--- src/rtl/melody_sequencer.sv ---
// Key-pattern recorder/player: samples `keys` once per TICK_DIV cycles into a small
// melody memory and replays it on note_out. Define MELODY_SEQ_TRIM_EN to drop leading silence.
module melody_sequencer #(
    parameter int KEYS     = 8,
    parameter int DEPTH    = 80,
    parameter int TICK_DIV = 100
) (
    input  logic                       clock,
    input  logic                       reset,
    input  logic [KEYS-1:0]            keys,
    input  logic                       rec_start,
    input  logic                       rec_stop,
    input  logic                       play_start,
    input  logic                       play_stop,
    input  logic                       clear,
    input  logic                       loop,
    output logic [KEYS-1:0]            note_out,
    output logic [1:0]                 state,
    output logic [$clog2(DEPTH+1)-1:0] length,
    output logic                       full,
    output logic                       done
);

    localparam int LW = $clog2(DEPTH + 1);
    localparam int IW = (DEPTH > 1) ? $clog2(DEPTH) : 1;
    localparam int TW = $clog2(TICK_DIV);

    typedef enum logic [1:0] {
        IDLE = 2'b00,
        REC  = 2'b01,
        PLAY = 2'b10
    } state_t;

    state_t          state_q, state_d;
    logic [TW-1:0]   tick_q, tick_d;
    logic [IW-1:0]   idx_q, idx_d, idx_next;
    logic [LW-1:0]   length_q, length_d;
    logic [KEYS-1:0] note_q, note_d;
    logic            done_q, done_d;
    logic            mem_we;
    logic            tick_wrap, last_idx, store_sample, stop_hit, stop_any;

    logic [KEYS-1:0] mem [DEPTH];

    assign tick_wrap = (tick_q == TW'(TICK_DIV - 1));
    assign idx_next  = idx_q + IW'(1);
    assign last_idx  = (LW'(idx_q) == length_q - LW'(1));
    assign stop_any  = rec_stop | play_stop;
    assign stop_hit  = (rec_stop && state_q == REC) || (play_stop && state_q == PLAY);

`ifdef MELODY_SEQ_TRIM_EN
    // Silent samples are only dropped until the first audible one has been stored.
    assign store_sample = (length_q != '0) || (keys != '0);
`else
    assign store_sample = 1'b1;
`endif

    assign note_out = note_q;
    assign state    = state_q;
    assign length   = length_q;
    assign full     = (length_q == LW'(DEPTH));
    assign done     = done_q;

    // Memory has no reset; length==0 is what makes old contents unreachable.
    always_ff @(posedge clock) begin
        if (mem_we) begin
            mem[IW'(length_q)] <= keys;
        end
    end

    always_ff @(posedge clock or posedge reset) begin
        if (reset) begin
            state_q  <= IDLE;
            tick_q   <= '0;
            idx_q    <= '0;
            length_q <= '0;
            note_q   <= '0;
            done_q   <= 1'b0;
        end else begin
            state_q  <= state_d;
            tick_q   <= tick_d;
            idx_q    <= idx_d;
            length_q <= length_d;
            note_q   <= note_d;
            done_q   <= done_d;
        end
    end

    // A stop pulse outranks start commands even when it has no effect in the current state.
    always_comb begin
        state_d  = state_q;
        tick_d   = tick_q;
        idx_d    = idx_q;
        length_d = length_q;
        note_d   = note_q;
        done_d   = 1'b0;
        mem_we   = 1'b0;
        if (clear) begin
            state_d  = IDLE;
            tick_d   = '0;
            idx_d    = '0;
            length_d = '0;
            note_d   = '0;
        end else if (stop_hit) begin
            state_d = IDLE;
            tick_d  = '0;
            idx_d   = '0;
            note_d  = '0;
        end else if (rec_start && !stop_any) begin
            state_d  = REC;
            tick_d   = '0;
            idx_d    = '0;
            length_d = '0;
            note_d   = '0;
        end else if (play_start && !stop_any && state_q == IDLE && length_q != '0) begin
            state_d = PLAY;
            tick_d  = '0;
            idx_d   = '0;
            note_d  = mem[0];
        end else begin
            case (state_q)
                REC: begin
                    if (tick_wrap) begin
                        tick_d = '0;
                        if (store_sample) begin
                            mem_we   = 1'b1;
                            length_d = length_q + LW'(1);
                            if (length_q == LW'(DEPTH - 1)) begin
                                state_d = IDLE;
                            end
                        end
                    end else begin
                        tick_d = tick_q + TW'(1);
                    end
                end
                PLAY: begin
                    if (tick_wrap) begin
                        tick_d = '0;
                        if (last_idx) begin
                            idx_d = '0;
                            if (loop) begin
                                note_d = mem[0];
                            end else begin
                                note_d  = '0;
                                done_d  = 1'b1;
                                state_d = IDLE;
                            end
                        end else begin
                            idx_d  = idx_next;
                            note_d = mem[idx_next];
                        end
                    end else begin
                        tick_d = tick_q + TW'(1);
                    end
                end
                default: ;
            endcase
        end
    end

endmodule
--- config.mk ---
export PLATFORM = sky130hd
export DESIGN_NAME = melody_sequencer
export DESIGN_NICKNAME = d
export VERILOG_FILES = /design/src/rtl/melody_sequencer.sv
export SDC_FILE = /design/constraint.sdc
export NUM_CORES = 1
export LEC_CHECK = 0
export CORE_MARGIN = 3
export CORE_UTILIZATION = 38
export DETAILED_ROUTE_END_ITERATION = 12
export PLACE_DENSITY = 0.58
export SETUP_SLACK_MARGIN = 0.15
export SYNTH_ARGS = -nofsm -noshare
export SYNTH_HDL_FRONTEND = slang
export SYNTH_SLANG_ARGS = --single-unit
--- constraint.sdc ---
create_clock -name clock -period 3.2 [get_ports clock]
set_input_delay 0.64 -clock clock [delete_from_list [all_inputs] [get_ports clock]]
set_output_delay 0.64 -clock clock [all_outputs]
set_load 0.05 [all_outputs]
==> results.md <==
* Outcome: finished clean
* Synthesis-stage register bit count at about 670
* Sequential Area at roughly 0.020 sq mm
* Via count normalized by instance count at 5.65
* Inst Count DP at between 2,000 and 2,500
* Min Clock Period, post-route at 2.97 ns
* Maximum number of pins on one net before global-route repair at 65
* Clock tree sinks at 672
* Count of pins on the block boundary at 35
* Clock edge transition at the registers on the reported setup and hold paths at 0.06 ns
* Worst vdd rail ir drop at around 280 uV
* Critical path data required time at ~3.4 ns
* Critical path, cell by cell: inv_2 > ha_1 > nor3b_4 > a211o_4 > a31oi_4 > nor3_1 > buf_4 > nand4_1 > buf_4 > nor2_1
* Proportion of synthesized flip-flops having asynchronous set or reset at 0.0476
* Area of the die at 0.0755 sq mm
* Area taken by multi-input logic gates at approximately 0.0075 sq mm
* Number of pins with negative max-slew slack in the final report at 0
* Maximum level of the CTS H-tree at 3
* Part of the total power dissipated in sequential elements at 0.524
* Std-Cell Rows at 97
* Vias in the first global route at about 15,000
* Portion of the clock cycle consumed by the worst path in the final layout at 0.929
* Syn nets at about 1,500
* PD cells at 564 mW/mm^2
* Core ar. at around 0.07 sq mm
* Category of the critical setup timing path: reg2reg
* End point of the critical path: mem[36][6]
* Max Fanout on Critical Path at 8
* Deepest clock path buffer count at 3
* # Max-Cap Violations at 0
* Vias after detailed routing at approximately 15,000
* Hold Vio Cnt, Final at 0
* Placement-stage cell area at about 0.03 sq mm
* Internal power component at 14,800 uW
* Synth-to-Final Area Change at 18.5%
* Hold buffers post-CTS at 0
* Later-pin clock latency in the skew report at 0.60 ns
* Die outline height at between 200 and 300 microns
* Yosys warning count at 0
* Buffer type at the clock tree root: clkbuf_16
* Number of antenna-violating nets in the routed design at 0
* Final-report setup violation count at 0
* Initial DRC Count at around 1,400
* Part of the Yosys area used for sequential elements at 0.729
* Launching element of the worst setup path: length[0]
* Worst hold path type: in2async
* Average footprint of a synthesized cell at ~19 sq um
* Top FF cell, synth: edfxtp_1
* First drt pass iteration count at 5
* Port buffer count at 34
* PnR Total Power at roughly 18,000 uW
* Number of synthesized flops with an enable pin at 640
* Relative contribution of the clock network to total power at 0.457
* Layout Cells excl Fill at between 2,000 and 3,000
* Net switching power at roughly 3500 uW
* Tot GR Track Use at 0.186
* Post-synthesis instance area at between 0.02 and 0.03 sq mm
* Count of antenna diodes in the layout at 0
* Wire length of the first global-routing pass at 103,000 microns
* Headroom to the max-slew limit at 0.466
* Global route total overflow at 0
* Final weighted congestion of routability-driven global placement at roughly 0.87
* Post-layout utilization of the core at 0.460
* Startpoint of the worst-slack reg-to-reg timing path: length[0]
* Worst clock skew at between 0.02 and 0.03 ns
* Leakage at a little under 0.01 uW
* Internal reg-to-reg setup slack at about 0.23 ns
* Total wire length after detailed routing at approximately 70,000 microns
* Net switching fraction of the power at 0.193
* Detailed-route DRC error count at 0
* Logic depth of the worst register-to-register path at 10
* Initial antenna violation count at 0
* HPWL after detailed placement at between 40,000 and 50,000 microns
* Routed len/inst at roughly 27 microns
* NumNets Final at approximately 1,600
* Number of filler instances in the final layout at ~6,000
* Nature of the critical path endpoint: flip-flop
* CTS tree: yes
* Tightest Pin Transition at approximately 0.8 ns
* Most repeated library cell on the critical path: buf_4
* Critical path launch point type: flip-flop
* R2r endpoint: mem[36][6]
* DIE WIDTH at around 270 microns
* Fraction of final layout cells with drive strength greater than 1 at 0.294
* Cell area after layout at around 0.033 sq mm
* CTS Buf Count at slightly below 70
* Initial core utilization at 0.388
* RSZ-0062 raised after global routing: true
* WP data arrival at 3.20 ns
* Unique cell type count in the Yosys netlist at 71
* Synth Instances at about 1,500
* Worst path max stage delay at approximately 0.47 ns
* Combinational share of power at 0.019
* Fmax at ~340 MHz
* Slowest-stage cell, CP: nor2_1
## critical path: cells and delay by family, from the launching register on
kind / cells / cell delay (ns)
AOI/OAI and AO/OA: 2 / 0.28
adders and majority gates: 1 / 0.18
buffers and inverters: 3 / 0.50
DFF: 1 / 0.41
and+or+nand+nor: 4 / 1.22
## per-layer routing
metal  routed length, microns  GRT usage  up-vias  share of wire
met2                    32400      0.288      601           0.47
met4                     1420     0.0559        0          0.021
li1                         -          -     6232              -
met1                    30600      0.271     7655           0.44
met5                        0          0        -              0
met3                     4790     0.0331       89          0.069
## cell families after synthesis
| kind of cell | synth area share |
|---|---|
| flip-flops | 0.729 |
| AND/OR/NAND/NOR | 0.0499 |
| multiplexers | 0.154 |
| AO/OA/AOI/OAI | 0.0424 |
| buffers and inverters | 0.0165 |
| XOR/XNOR | 0.00446 |
| adder cells (fa/ha/maj) | 0.00364 |
## synth_stat cells, types with 10 or more instances
library cell,n,area share
nand3_1,17,0.0031
nor2_2,10,0.0023
mux4_2,144,0.12
or3_1,14,0.0032
nand2_1,40,0.0055
a21oi_1,28,0.0051
nand4_1,12,0.0027
buf_2,30,0.0055
mux2i_1,89,0.032
inv_1,10,0.0014
clkbuf_1,30,0.0041
a22oi_1,17,0.0046
nor2_1,78,0.011
edfxtp_1,640,0.70
o21ai_0,16,0.0029
o22ai_1,29,0.0066
nor3_1,17,0.0031
and2_1,18,0.0041
dfrtp_1,32,0.029
nor2b_1,12,0.0027
## layout make-up
cell class	count	share of cell area
Timing Repair Buffer	146	0.0453
Inverter	10	0.00115
Clock buffer	80	0.0569
Sequential cell	672	0.615
Multi-Input combinational cell	688	0.229
Clock inverter	42	0.0161
Tap cell	940	0.0361
## what timing repair did
action                                  in CTS  in global routing
pin swaps                                    0                  7
buffers inserted                             0                  0
endpoints found under the hold margin        0                  0
endpoints found under the setup margin      38                129
resized for setup                            6                 15
## flip-flops by register name (all words and copies together), names as in the netlist
register and flops:
done 1, idx_q 7, length 7, mem 640, note_out 8, state 2, tick_q 7
## power by group through the flow
stage	clock network, uW	registers [uW]	logic [uW]
floorplan	0	9830	67.7
global placement	0	9820	352
detailed placement	0	9820	355
CTS	8580	9630	354
global route	8940	9620	374
finish	8400	9630	345
## how the worst min path moves through the flow
stage / end / depth (start not counted) / startpoint
6_report: tick_q[6] / 3 / reset
3_3_place_gp: tick_q[5] / 1 / tick_q[5]
2_1_floorplan: tick_q[5] / 1 / tick_q[5]
4_1_cts: state[1] / 3 / reset
3_5_place_dp: tick_q[5] / 1 / tick_q[5]
5_1_grt: mem[2][7] / 1 / keys[7]
## through the flow
step	setup slack (ns)	TNS [ns]	hold slack [ns]
5_1_grt	0.147	0	0.466
3_5_place_dp	-0.181	-18.10	0.520
6_report	0.228	0	0.443
4_1_cts	0.154	0	0.426
2_1_floorplan	0.175	0	0.477
3_3_place_gp	-0.215	-16.78	0.512
## cells in the final DEF (no fill, tap or decap), types with 12 or more instances in the layout
cell / n
clkdlybuf4s50_1: 25
nor2_2: 13
a22oi_1: 17
nor2_1: 19
clkinv_1: 12
mux4_2: 144
nand2_1: 40
nor3_1: 16
a21oi_1: 28
or3_1: 14
bufinv_16: 12
clkbuf_16: 72
nand4_1: 12
buf_4: 85
edfxtp_1: 640
dfrtp_1: 28
mux2i_1: 89
nor2b_1: 12
buf_12: 27
nand3_1: 17
o21ai_0: 16
o22ai_1: 29
nor2_4: 56
and2_1: 18
(Power assumes the default switching activity.)
